**src/rtl/vga_timing_pkg.sv**
```systemverilog
// Shared types and defaults for the VGA raster timing generator (640x480 @ 800x525).
// The optional frame counter is enabled by defining VGA_TIMING_FRAME_CNT_EN.
package vga_timing_pkg;

   localparam int COORD_W = 16;

   localparam int DEF_H_ACTIVE = 640;
   localparam int DEF_H_FRONT  = 16;
   localparam int DEF_H_SYNC   = 96;
   localparam int DEF_H_BACK   = 48;
   localparam int DEF_V_ACTIVE = 480;
   localparam int DEF_V_FRONT  = 10;
   localparam int DEF_V_SYNC   = 2;
   localparam int DEF_V_BACK   = 33;

   typedef logic [COORD_W-1:0] coord_t;

   typedef enum logic [1:0] {
      PH_ACTIVE = 2'd0,
      PH_FRONT  = 2'd1,
      PH_SYNC   = 2'd2,
      PH_BACK   = 2'd3
   } phase_t;

   typedef struct packed {
      coord_t active;
      coord_t front;
      coord_t sync;
      coord_t back;
   } phase_len_t;

   function automatic phase_t phase_succ(input phase_t p);
      phase_t n;
      n = PH_ACTIVE;
      unique case (p)
         PH_ACTIVE: n = PH_FRONT;
         PH_FRONT:  n = PH_SYNC;
         PH_SYNC:   n = PH_BACK;
         PH_BACK:   n = PH_ACTIVE;
      endcase
      return n;
   endfunction

endpackage

```
**src/rtl/vga_timing_gen_if.sv**
```systemverilog
// Raster timing bus between the generator (master) and its consumers (slave).
// o_frame_count only exists when VGA_TIMING_FRAME_CNT_EN is defined.
interface vga_timing_gen_if;
   import vga_timing_pkg::*;

   logic   i_enable;
   coord_t o_horz_coord;
   coord_t o_vert_coord;
   logic   o_in_active_area;
   logic   o_horz_blank;
   logic   o_vert_blank;
   logic   o_hsync;
   logic   o_vsync;
   logic   o_line_start;
   logic   o_frame_start;
`ifdef VGA_TIMING_FRAME_CNT_EN
   logic [15:0] o_frame_count;
`endif

   modport master (
      input  i_enable,
      output o_horz_coord, o_vert_coord, o_in_active_area,
      output o_horz_blank, o_vert_blank, o_hsync, o_vsync,
      output o_line_start, o_frame_start
`ifdef VGA_TIMING_FRAME_CNT_EN
      , output o_frame_count
`endif
   );

   modport slave (
      output i_enable,
      input  o_horz_coord, o_vert_coord, o_in_active_area,
      input  o_horz_blank, o_vert_blank, o_hsync, o_vsync,
      input  o_line_start, o_frame_start
`ifdef VGA_TIMING_FRAME_CNT_EN
      , input o_frame_count
`endif
   );

endinterface

```
**src/rtl/vga_phase_counter.sv**
```systemverilog
// One raster axis: walks ACTIVE/FRONT/SYNC/BACK and keeps a raw coordinate
// that runs straight through blanking and wraps when BACK ends.
module vga_phase_counter
   import vga_timing_pkg::*;
(
   input  logic       clk,
   input  logic       rst,
   input  phase_len_t len,
   input  logic       advance,
   output coord_t     count,
   output phase_t     next_phase,
   output logic       wrap
);

   phase_t state;
   coord_t phase_cnt;
   coord_t phase_cnt_nxt;
   coord_t count_nxt;
   coord_t cur_len;
   logic   last;

   always_ff @(posedge clk or posedge rst) begin
      if (rst) begin
         state     <= PH_ACTIVE;
         phase_cnt <= '0;
         count     <= '0;
      end else begin
         state     <= next_phase;
         phase_cnt <= phase_cnt_nxt;
         count     <= count_nxt;
      end
   end

   always_comb begin
      next_phase    = state;
      phase_cnt_nxt = phase_cnt;
      count_nxt     = count;
      if (advance) begin
         count_nxt = wrap ? '0 : count + coord_t'(1);
         if (last) begin
            next_phase    = phase_succ(state);
            phase_cnt_nxt = '0;
         end else begin
            phase_cnt_nxt = phase_cnt + coord_t'(1);
         end
      end
   end

   // wrap is qualified by advance so the next axis can use it as its own step
   always_comb begin
      cur_len = len.active;
      unique case (state)
         PH_ACTIVE: cur_len = len.active;
         PH_FRONT:  cur_len = len.front;
         PH_SYNC:   cur_len = len.sync;
         PH_BACK:   cur_len = len.back;
      endcase
      last = (phase_cnt == cur_len - coord_t'(1));
      wrap = advance && last && (state == PH_BACK);
   end

endmodule

```
**src/rtl/vga_timing_gen.sv**
```systemverilog
// Pixel-clock raster timing generator: chains horizontal wrap into vertical advance.
// Define VGA_TIMING_FRAME_CNT_EN to add the 16-bit o_frame_count output.
module vga_timing_gen
   import vga_timing_pkg::*;
#(
   parameter int H_ACTIVE         = DEF_H_ACTIVE,
   parameter int H_FRONT          = DEF_H_FRONT,
   parameter int H_SYNC           = DEF_H_SYNC,
   parameter int H_BACK           = DEF_H_BACK,
   parameter int V_ACTIVE         = DEF_V_ACTIVE,
   parameter int V_FRONT          = DEF_V_FRONT,
   parameter int V_SYNC           = DEF_V_SYNC,
   parameter int V_BACK           = DEF_V_BACK,
   parameter int SYNC_ACTIVE_HIGH = 0
)(
   input  logic              i_pix_clk,
   input  logic              i_reset,
   vga_timing_gen_if.master  bus
);

   localparam logic SYNC_ON = (SYNC_ACTIVE_HIGH != 0);

   localparam phase_len_t H_LEN = '{
      active: coord_t'(H_ACTIVE), front: coord_t'(H_FRONT),
      sync:   coord_t'(H_SYNC),   back:  coord_t'(H_BACK)
   };
   localparam phase_len_t V_LEN = '{
      active: coord_t'(V_ACTIVE), front: coord_t'(V_FRONT),
      sync:   coord_t'(V_SYNC),   back:  coord_t'(V_BACK)
   };

   // running is clear from reset until the first enabled edge, which only
   // publishes (0,0) without stepping the counters
   logic   running;
   logic   advance;
   logic   h_wrap;
   logic   v_wrap;
   coord_t h_count;
   coord_t v_count;
   phase_t h_phase;
   phase_t v_phase;

   assign advance = bus.i_enable & running;

   vga_phase_counter u_horz (
      .clk        (i_pix_clk),
      .rst        (i_reset),
      .len        (H_LEN),
      .advance    (advance),
      .count      (h_count),
      .next_phase (h_phase),
      .wrap       (h_wrap)
   );

   vga_phase_counter u_vert (
      .clk        (i_pix_clk),
      .rst        (i_reset),
      .len        (V_LEN),
      .advance    (h_wrap),
      .count      (v_count),
      .next_phase (v_phase),
      .wrap       (v_wrap)
   );

   assign bus.o_horz_coord = h_count;
   assign bus.o_vert_coord = v_count;

   // flags are registered from the phases the counters move to on this edge,
   // so they line up with the coordinates they describe
   always_ff @(posedge i_pix_clk or posedge i_reset) begin
      if (i_reset) begin
         running              <= 1'b0;
         bus.o_in_active_area <= 1'b0;
         bus.o_horz_blank     <= 1'b1;
         bus.o_vert_blank     <= 1'b1;
         bus.o_hsync          <= ~SYNC_ON;
         bus.o_vsync          <= ~SYNC_ON;
         bus.o_line_start     <= 1'b0;
         bus.o_frame_start    <= 1'b0;
      end else if (bus.i_enable) begin
         running              <= 1'b1;
         bus.o_in_active_area <= (h_phase == PH_ACTIVE) && (v_phase == PH_ACTIVE);
         bus.o_horz_blank     <= (h_phase != PH_ACTIVE);
         bus.o_vert_blank     <= (v_phase != PH_ACTIVE);
         bus.o_hsync          <= (h_phase == PH_SYNC) ? SYNC_ON : ~SYNC_ON;
         bus.o_vsync          <= (v_phase == PH_SYNC) ? SYNC_ON : ~SYNC_ON;
         bus.o_line_start     <= h_wrap | ~running;
         bus.o_frame_start    <= v_wrap | ~running;
      end
   end

`ifdef VGA_TIMING_FRAME_CNT_EN
   logic [15:0] frame_cnt;

   always_ff @(posedge i_pix_clk or posedge i_reset) begin
      if (i_reset)     frame_cnt <= '0;
      else if (v_wrap) frame_cnt <= frame_cnt + 16'd1;
   end

   assign bus.o_frame_count = frame_cnt;
`endif

endmodule

```
**src/flat_wrapper.sv**
```systemverilog
// flat-port wrapper written by rule: the top's interface ports become plain ports
module vga_timing_gen_flat import vga_timing_pkg::*;
#(
   parameter int H_ACTIVE         = DEF_H_ACTIVE,
   parameter int H_FRONT          = DEF_H_FRONT,
   parameter int H_SYNC           = DEF_H_SYNC,
   parameter int H_BACK           = DEF_H_BACK,
   parameter int V_ACTIVE         = DEF_V_ACTIVE,
   parameter int V_FRONT          = DEF_V_FRONT,
   parameter int V_SYNC           = DEF_V_SYNC,
   parameter int V_BACK           = DEF_V_BACK,
   parameter int SYNC_ACTIVE_HIGH = 0
)
  (i_pix_clk, i_reset, bus_i_enable, bus_o_horz_coord, bus_o_vert_coord, bus_o_in_active_area, bus_o_horz_blank, bus_o_vert_blank, bus_o_hsync, bus_o_vsync, bus_o_line_start, bus_o_frame_start);
  vga_timing_gen_if bus_i ();
  input  logic i_pix_clk;
  input  logic i_reset;
  input wire logic [$bits(bus_i.i_enable)-1:0] bus_i_enable;
  output wire logic [$bits(bus_i.o_horz_coord)-1:0] bus_o_horz_coord;
  output wire logic [$bits(bus_i.o_vert_coord)-1:0] bus_o_vert_coord;
  output wire logic [$bits(bus_i.o_in_active_area)-1:0] bus_o_in_active_area;
  output wire logic [$bits(bus_i.o_horz_blank)-1:0] bus_o_horz_blank;
  output wire logic [$bits(bus_i.o_vert_blank)-1:0] bus_o_vert_blank;
  output wire logic [$bits(bus_i.o_hsync)-1:0] bus_o_hsync;
  output wire logic [$bits(bus_i.o_vsync)-1:0] bus_o_vsync;
  output wire logic [$bits(bus_i.o_line_start)-1:0] bus_o_line_start;
  output wire logic [$bits(bus_i.o_frame_start)-1:0] bus_o_frame_start;
  assign bus_i.i_enable = bus_i_enable;
  assign bus_o_horz_coord = bus_i.o_horz_coord;
  assign bus_o_vert_coord = bus_i.o_vert_coord;
  assign bus_o_in_active_area = bus_i.o_in_active_area;
  assign bus_o_horz_blank = bus_i.o_horz_blank;
  assign bus_o_vert_blank = bus_i.o_vert_blank;
  assign bus_o_hsync = bus_i.o_hsync;
  assign bus_o_vsync = bus_i.o_vsync;
  assign bus_o_line_start = bus_i.o_line_start;
  assign bus_o_frame_start = bus_i.o_frame_start;
  vga_timing_gen #(.H_ACTIVE(H_ACTIVE), .H_FRONT(H_FRONT), .H_SYNC(H_SYNC), .H_BACK(H_BACK), .V_ACTIVE(V_ACTIVE), .V_FRONT(V_FRONT), .V_SYNC(V_SYNC), .V_BACK(V_BACK), .SYNC_ACTIVE_HIGH(SYNC_ACTIVE_HIGH)) u_core (.i_pix_clk(i_pix_clk), .i_reset(i_reset), .bus(bus_i));
endmodule
```
**config.mk**
```make
export PLATFORM = sky130hd
export DESIGN_NAME = vga_timing_gen_flat
export DESIGN_NICKNAME = d
export VERILOG_FILES = /design/src/rtl/vga_timing_pkg.sv /design/src/rtl/vga_timing_gen_if.sv /design/src/rtl/vga_phase_counter.sv /design/src/rtl/vga_timing_gen.sv /design/src/flat_wrapper.sv
export SDC_FILE = /design/constraint.sdc
export NUM_CORES = 1
export LEC_CHECK = 0
export ABC_AREA = 0
export CORE_UTILIZATION = 51
export CTS_CLUSTER_SIZE = 10
export DETAILED_ROUTE_END_ITERATION = 6
export PLACE_DENSITY = 0.79
export SLEW_MARGIN = 30
export SYNTH_ARGS = -nofsm -noshare
export SYNTH_HDL_FRONTEND = slang
export SYNTH_SLANG_ARGS = --single-unit
```
**constraint.sdc**
```tcl
create_clock -name i_pix_clk -period 3.6 [get_ports i_pix_clk]
set_clock_uncertainty 0.15 [all_clocks]
set_input_delay 0.54 -clock i_pix_clk [delete_from_list [all_inputs] [get_ports i_pix_clk]]
set_output_delay 0.54 -clock i_pix_clk [all_outputs]
set_load 0.05 [all_outputs]
```
### Word-level counts from Yosys, hierarchy flattened

Index checks and enable logic that the tools add are counted.

| storage, ports and cells | value |
|---|---|
| register bits after elaboration | 76 |
| input port bits | 3 |
| output and inout port bits | 39 |
| logic and storage cells | 59 |

| cells by class | value |
|---|---|
| add/subtract/negate cells | 6 |
| equality and inequality tests | 10 |
| multiplexer cells | 14 |
| bitwise logic cells | 4 |
| reduce and logical (&&, ||, !) cells | 11 |

Operators by type and width:

| kind | number |
|---|---|
| one-hot mux 16 bit (4 select lines) | 2 |
| adder 16 x 1 -> 16 bit, second input constant | 4 |
| two-way mux 16 bit | 4 |
| equality test 16 bit | 2 |
| subtractor 16 x 1 -> 16 bit, second input constant | 2 |
| one-hot mux 2 bit (4 select lines) | 2 |
| equality test 2 bit, second input constant | 6 |
| logical NOT 2 bit | 4 |
| two-way mux 2 bit | 4 |
| logical AND 1 bit | 5 |
| equality test 2 x 1 -> 1 bit, second input constant | 2 |
| nonzero test 2 bit | 2 |
| two-way mux 1 bit | 2 |
| OR 1 bit | 2 |
| bitwise AND 1 bit | 1 |
| NOT 1 bit | 1 |

### Longest topological paths before layout

Gate-level depths: netlist (run 1).

| logic depth | value |
|---|---|
| word-level depth | 9 |
| mapped depth | 11 |
| depth with buffers taken out | 8 |

### Cells and area by module

From an unflattened synthesis (run 1), not the netlist that was laid out.

| second synthesis, totals | value |
|---|---|
| cells, all modules | 667 |
| area total of the unflattened synthesis | 5783.0 um2 |

By module, submodules not included:

| module | instances | cells each | area each (um2) | seq. area each (um2) |
|---|---|---|---|---|
| vga_phase_counter (u_core.u_vert) | 1 | 318 | 2730.1 | 850.8 |
| vga_phase_counter (u_core.u_horz) | 1 | 318 | 2708.8 | 850.8 |
| vga_timing_gen | 1 | 31 | 344.1 | 205.2 |

### Worst setup path after synthesis (run 1)

OpenSTA, ideal clock, no wires.

| path | value |
|---|---|
| kind | reg-to-reg |
| start | register u_core.u_horz.state[0] |
| end | register u_core.u_vert.phase_cnt[7] |
| library setup time | 130 ps |
| arrival | 2236 ps |
| required time | 3320 ps |
| path slack | 1085 ps |
| cell stages (with the launch flop) | 11 |
| buffers on the path | 2 |
| period minus slack after synthesis | 2515 ps |
| cell sequence | dfrtp_1 inv_1 ha_1 buf_4 or3_1 nor3_1 a21oi_2 buf_2 a211oi_1 and4_1 a21oi_1 |

| on the way | value |
|---|---|
| longest elaborated chain between the ends | 6 |
| elaborated cells between the ends (all ways) | 9 |
| classes of those cells | add/sub (1); eq/ne (4); mux (1); reduce/logical (3) |

Ends and longest elaborated chain:

| item | RTL line | source |
|---|---|---|
| start, declared | vga_phase_counter.sv:15 | `phase_t state;` |
| start signal, assigned | vga_phase_counter.sv:28 | `state <= next_phase;` |
| equality test 2 bit, or another cell as far along | vga_phase_counter.sv:52, vga_phase_counter.sv:59 |  |
| one-hot mux 16 bit (4 select lines) | vga_phase_counter.sv:52 | `unique case (state)` |
| subtractor 16 x 1 -> 16 bit | vga_phase_counter.sv:58 | `last = (phase_cnt == cur_len - coord_t'(1));` |
| equality test 16 bit | vga_phase_counter.sv:58 |  |
| logical AND 1 bit | vga_phase_counter.sv:59 | `wrap = advance && last && (state == PH_BACK);` |
| logical AND 1 bit * | vga_phase_counter.sv:59 |  |
| end signal, assigned | vga_phase_counter.sv:29 | `phase_cnt <= phase_cnt_nxt;` |
| end, declared | vga_phase_counter.sv:16 | `coord_t phase_cnt;` |

Mark *: on every way between the ends. The rest lies on a longest branch, timed or not. The select of a mux whose other input is x is not followed.
A chain may end at the register's enable or synchronous reset.

### Final worst setup path (run 1)

| path | value |
|---|---|
| start | register u_core.u_horz.state[0] |
| end | register u_core.u_vert.count[10] |

| on the way | value |
|---|---|
| longest elaborated chain between the ends | 9 |
| elaborated cells between the ends (all ways) | 12 |
| classes of those cells | add/sub (1); eq/ne (4); mux (2); reduce/logical (5) |

Ends and longest elaborated chain:

| item | RTL line | source |
|---|---|---|
| equality test 2 bit, or another cell as far along | vga_phase_counter.sv:52, vga_phase_counter.sv:59 |  |
| one-hot mux 16 bit (4 select lines) | vga_phase_counter.sv:52 |  |
| subtractor 16 x 1 -> 16 bit | vga_phase_counter.sv:58 |  |
| equality test 16 bit | vga_phase_counter.sv:58 |  |
| logical AND 1 bit | vga_phase_counter.sv:59 |  |
| logical AND 1 bit * | vga_phase_counter.sv:59 |  |
| logical AND 1 bit (2 in a row) | vga_phase_counter.sv:59 |  |
| two-way mux 16 bit | vga_phase_counter.sv:39 | `count_nxt = wrap ? '0 : count + coord_t'(1);` |
| end signal, assigned | vga_phase_counter.sv:30 | `count <= count_nxt;` |
| end, declared | vga_phase_counter.sv:10 | `output coord_t count,` |

Marks and branches as above.

==> metrics, run 1 <==
Fillers=634; # setup viols final=0; Area Growth Syn to Fin=16.7%; DRT iter0 DRCs=about 210; Yosys top cell by area=dfrtp_1; Power Dens Cells=approximately 440 nW/um^2; max-cap check violation count=0; outcome=finished, final reports clean; first-pass GRT wire length=approximately 15 mm; DR vias=3381; unique cell type count in the Yosys netlist=53; relative slew slack=about half; Tot Pwr=0.00214 W; die area=roughly 8600 sq um; synthesis warning total=0; final wirelength=roughly 9 mm; crit-path max cell delay=about 660 ps; WP data arrival=3230 ps; Initial Utilization=a little over half; worst min path class=reg -> reg; Clock Path Buffers=2; Avg Inst Size Synth=approximately 9.7 sq um; Period Utilization, post-route=between 80% and 90%; Slew Limit Fails=0; post-synth top area share=a little over two fifths; Top delay family on crit path=simple AND/OR/NAND/NOR gates; Antenna Cells=0; DRC viols=0; antenna violations before repair=0; Worst-Margin Slew=750 ps; cts hold-fix bufs=0; Syn Std Cell Area=between 4000 and 5000 sq um; crit start category=register; Congestion Overflow GR=0; largest net degree at the start of global routing=45; nets=between 400 and 500; Die Span Y=about 90 microns; worst skew pair latency=350 ps; fraction of registers with async set/reset=100%; CTS tree=built; Final min period=just over 3000 ps; worst vdd ir=around 190 uV; TritonRoute pass-1 iters=4; Core Region=between 7000 and 8000 sq um; Crit-path slowest cell=or3b_1; H-Tree Level Count=3; final setup TNS=0 ps; row count=32; total CTS buffers=9; dominant synthesized flop cell=dfrtp_1; Final HPWL DP=around 6.3 mm; post-synthesis instance total=431; largest cells by area after synthesis=dfrtp_1, xnor2_1, nand2_1, nor2_1, ha_1; layout cells sized above 1=10.2%; WL/cell=15.5 microns; critical-path cell list=inv_1, ha_1, nand2b_2, a21oi_1, or3b_1, a21o_1, or4_1, a21oi_1; sequential share of the synthesized area=45.6%; clock net sink count=76; vias in the first global route=3325; boundary pin count=42; Die X=~90 microns; critical path endpoint category=register; Post-CTS Setup Inserts=0; Worst Path Buf+Inv=1; Setup CP Type=reg -> reg; post-synth net total=448; crit path max fanout=18; Port Buffers=41; via/cell ratio=between 5 and 6; f_max=321 MHz; post-CTS resize count=0; ANT nets after route=0; Final GP Congestion=between 0.8 and 0.9; Hold Fails Final Rpt=0; most frequent CP cell=a21oi_1; leakage=around 2.1 nW; Required @ worst endpoint=~3700 ps; Reg clk slew, reported paths=80 ps; RSZ-0062 raised after global routing=false; Yosys reg bits=76; clk root buf=clkbuf_8; number of synthesized flops with an enable pin=0; GRT Total Usage=roughly 23%
==> registers in the layout (all words and copies together), names as in the netlist <==
register / flops
u_core.bus.o_hsync: 1
u_core.bus.o_vert_blank: 1
u_core.u_horz.phase_cnt: 16
u_core.u_vert.state: 2
u_core.bus.o_horz_blank: 1
u_core.u_horz.state: 2
u_core.bus.o_frame_start: 1
u_core.bus.o_line_start: 1
u_core.bus.o_vsync: 1
u_core.running: 1
u_core.u_horz.count: 16
u_core.bus.o_in_active_area: 1
u_core.u_vert.count: 16
u_core.u_vert.phase_cnt: 16
==> final cells by class <==
class                      instances  area (sq um)  share of cell area (%)
sequential                        76          1910                    39.1
timing repair buffer              50           478                    9.80
clock inverter                     5          53.8                    1.10
clock buffer                      10           128                    2.62
multi-input combinational        329          2150                    44.0
tap                              102           128                    2.62
inverter                          10          38.8                   0.795
==> per-stage QoR <==
step / instances / hold slack, ps / worst slack [ps] / instance area (sq um) / utilization (%)
2_1_floorplan: 431 / 288 / 978 / 4180 / -
3_3_place_gp: 567 / 304 / 640 / 4700 / 60.1
3_5_place_dp: 567 / 321 / 498 / 4700 / 60.1
4_1_cts: 582 / 336 / 489 / 4880 / 62.5
5_1_grt: 582 / 371 / 318 / 4880 / 62.5
6_report: 582 / 333 / 485 / 4880 / 62.5
==> placed cells by master (no fill, tap or decap), drive strengths merged, types with 4 or more instances in the layout <==
cell type / count
xnor2: 30
clkinv: 5
o31ai: 7
nor4: 5
nand4: 9
a21oi: 16
ha: 14
or2: 6
xor2: 17
or3: 5
nand3: 19
dfrtp: 72
dfstp: 4
nor2: 48
or4: 6
o21ai: 20
clkbuf: 10
a211oi: 10
nor3: 9
buf: 9
clkdlybuf4s50: 41
nand2: 48
inv: 9
and3: 20
==> report_power, final <==
part / switching, W / internal, W / total, W
registers: 0.0000841 / 0.000923 / 0.00101
logic: 0.000327 / 0.000178 / 0.000505
clock network: 0.000313 / 0.000314 / 0.000628
total: 0.000724 / 0.00142 / 0.00214
==> synthesized netlist by cell type, types with 4 or more instances <==
library cell  number
nor3_1             8
or4_1              6
nand4_1            9
xnor2_1           30
ha_1              14
o31ai_1            7
nor2_1            48
o21ai_0           20
dfrtp_1           72
and3_1            20
a211oi_1           9
or2_2              6
or3_1              5
nor4_1             5
dfstp_2            4
xor2_1            17
buf_2              7
inv_1             10
a21oi_1           14
nand2_1           48
nand3_1           19
==> final timing paths <==
path | endpoint | from | slack (ps) | cells past startpoint
setup / recovery | u_core.u_vert.count[10] | u_core.u_horz.state[0] | 490 | 8
hold / removal | u_core.bus.o_vsync | u_core.bus.o_vsync | 330 | 2
setup reg to reg | u_core.u_vert.count[10] | u_core.u_horz.state[0] | 490 | 8
hold reg to reg | u_core.bus.o_vsync | u_core.bus.o_vsync | 330 | 2
max in group asynchronous | u_core.u_vert.state[1] | i_reset | 2050 | 3
min in group asynchronous | u_core.u_horz.count[13] | i_reset | 470 | 2
==> cell families after synthesis <==
family                     count (synthesis)  synth area share [%]
xor gates and xnor gates                  47                  9.85
DFF                                       76                  45.6
muxes                                      6                  1.53
buffers and inverters                     26                  3.02
and+or+nand+nor                          192                  23.2
AOI/OAI and AO/OA                         70                  12.6
adders and majority gates                 14                  4.19
==> tightest hold or removal path, delay by kind of cell (launching register included) <==
family                 cells  cell delay, ps
AOI/OAI and AO/OA          1              70
buffers and inverters      1              40
DFF                        1             370
==> routing by layer <==
metal	vias up	wire length [microns]	global-route usage, %
met4	0	130	10.3
met3	13	384	4.68
li1	1615	-	-
met2	93	4270	35.7
met1	1660	4240	30.1
met5	-	0	0
Note: power is estimated with default switching activity, not from simulation.
==> run 2: changes to the inputs <==
==> constraint.sdc (replaced) <==
create_clock -name i_pix_clk -period 3.4 [get_ports i_pix_clk]
set_clock_uncertainty 0.15 [all_clocks]
set_input_delay 0.68 -clock i_pix_clk [delete_from_list [all_inputs] [get_ports i_pix_clk]]
set_output_delay 0.68 -clock i_pix_clk [all_outputs]
set_load 0.05 [all_outputs]
==> run 2 against run 1 <==
Against the previous run: routed wire length shrank 4.9%; first-iteration DRC count decreased by 33%; critical endpoint is now u_core.u_vert.phase_cnt[7]; hold slack worse by 5.5 ps; non-clock buffer count grew 5; clock-buffer cell count increased by 1; via count rose by 0.41%; global-route usage down 0.93 points; register-to-register slack got worse by 200 ps; power grew 8.5%; critical path type unchanged; setup slack worse by 200 ps; fmax is essentially flat.
==> metrics, run 2 (synthesis results as in run 1) <==
antenna violations before repair=0 (unchanged); Placed Instances=572 (was 567); Slew Limit Fails=0 (unchanged); Reg clk slew, reported paths=80 ps (about the same); Crit-path slowest cell=or4_1 (was or3b_1); vias in the first global route=3248 (was 3325); critical path endpoint category=register (unchanged); Power Dens Cells=469 nW/um^2 (was 439 nW/um^2); outcome=finished, final reports clean (unchanged); Setup CP Type=reg -> reg (unchanged); first-pass GRT wire length=14.8 mm (was 15.4 mm); # setup viols final=0 (unchanged); Area Growth Syn to Fin=18.3% (was 16.7%); M2 GR Usage=34.8% (was 35.7%); leakage=2.12 nW (was 2.09 nW); Worst-Margin Slew=701 ps (was 750 ps); Initial Utilization=53.5% (unchanged); row count=32 (unchanged); sequential cell area=1910 sq um (unchanged); total CTS buffers=9 (unchanged); area of the multi-input gates=2150 sq um (unchanged); via/cell ratio=5.77 (was 5.81); largest net degree at the start of global routing=28 (was 45); Die Span Y=92.5 microns (unchanged); clk root buf=clkbuf_8 (unchanged); worst min path class=reg -> reg (unchanged); Top delay family on crit path=compound AO/OA/AOI/OAI gates (was simple AND/OR/NAND/NOR gates); TritonRoute pass-1 iters=4 (unchanged); clock net sink count=76 (unchanged); most frequent cells in the layout=dfrtp_1, nor2_1, nand2_1 (unchanged); post-CTS resize count=0 (unchanged); Cell Count, Final, Fillers Out=588 (was 582); DRT iter0 DRCs=144 (was 214); f_max=321 MHz (about the same); Antenna Cells=0 (unchanged); die area=8560 sq um (unchanged); Hold WS=327 ps (was 333 ps); Top Usage Layer GRT=met2 (unchanged); final wirelength=8.59 mm (was 9.03 mm); layout cells sized above 1=11.5% (was 10.2%); Hold Fails Final Rpt=0 (unchanged); Period Utilization, post-route=91.5% (was 86.5%); post-place instance area=4730 sq um (was 4700 sq um); Worst Path Buf+Inv=1 (unchanged); RSZ-0062 raised after global routing=false (unchanged); CTS tree=built (unchanged); max-cap check violation count=0 (unchanged); GR Util met3=4.60% (was 4.68%); H-Tree Level Count=3 (unchanged); WP data arrival=3230 ps (about the same); boundary pin count=42 (unchanged); Core Region=7810 sq um (unchanged); Required @ worst endpoint=3520 ps (was 3720 ps); cts hold-fix bufs=0 (unchanged); crit start category=register (unchanged); nets=498 (was 493); DR vias=3395 (was 3381); ANT nets after route=0 (unchanged); crit-path max cell delay=560 ps (was 660 ps); Post-CTS Setup Inserts=0 (unchanged); crit path max fanout=16 (was 18); worst vdd ir=236 uV (was 188 uV); Congestion Overflow GR=0 (unchanged); relative slew slack=53.2% (was 49.9%); Final GP Congestion=0.854 (was 0.881); DRC viols=0 (unchanged); critical-path cell list=inv_1, ha_1, xnor2_1, a211oi_2, o2111ai_1, a21o_1, or4_1, a21oi_1 (was inv_1, ha_1, nand2b_2, a21oi_1, or3b_1, a21o_1, or4_1, a21oi_1); final setup TNS=0 ps (unchanged); Final HPWL DP=6.35 mm (was 6.26 mm); WL/cell=14.6 microns (was 15.5 microns); Port Buffers=41 (unchanged); GRT met1 Usage=29.5% (was 30.1%); Die X=92.5 microns (unchanged); Fillers=644 (was 634); Final min period=3110 ps (about the same); Final Cell Area=4940 sq um (was 4880 sq um); Tot Pwr=0.00232 W (was 0.00214 W); worst skew pair latency=350 ps (about the same); commonest non-fill, non-tap cell in the layout=dfrtp_1 (unchanged); Clock Path Buffers=2 (unchanged); GRT Total Usage=21.8% (was 22.7%)
[run 2: metal layers]
layer	part of all wire, %	wire [microns]
met5	0	0
met4	1.4	118
met3	4.8	415
met2	47	4060
met1	47	4000
[run 2: cell type report]
class / instances / area share, %
clock inverters: 5 / 1.19
clock buffers: 11 / 3.06
multi-input cells: 329 / 43.4
well taps: 102 / 2.58
inverters: 10 / 0.759
flip-flops and latches: 76 / 38.6
repair buffers: 55 / 10.4
[run 2: power by group]
group          internal (W)  switching [W]  total (W)
Sequential         0.000977      0.0000888    0.00107
Combinational      0.000191       0.000342   0.000534
Clock              0.000380       0.000341   0.000721
[run 2: final timing paths]
check                      depth (start not counted)                         from                     endpoint  slack [ps]
max                                                8       u_core.u_horz.state[0]   u_core.u_vert.phase_cnt[7]         290
min reg2reg                                        1  u_core.u_horz.phase_cnt[15]  u_core.u_horz.phase_cnt[15]         330
min                                                1  u_core.u_horz.phase_cnt[15]  u_core.u_horz.phase_cnt[15]         330
min in group asynchronous                          2                      i_reset      u_core.u_horz.count[13]         540
max in group asynchronous                          3                      i_reset   u_core.u_vert.phase_cnt[2]        1870
max reg2reg                                        8       u_core.u_horz.state[0]   u_core.u_vert.phase_cnt[7]         290
[run 2: per-stage QoR]
stage / util, % / setup slack [ps]
after floorplan: - / 638
after global placement: 60.6 / 403
after detailed placement: 60.6 / 305
after CTS: 63.3 / 315
after global routing: 63.3 / 132
final: 63.3 / 288
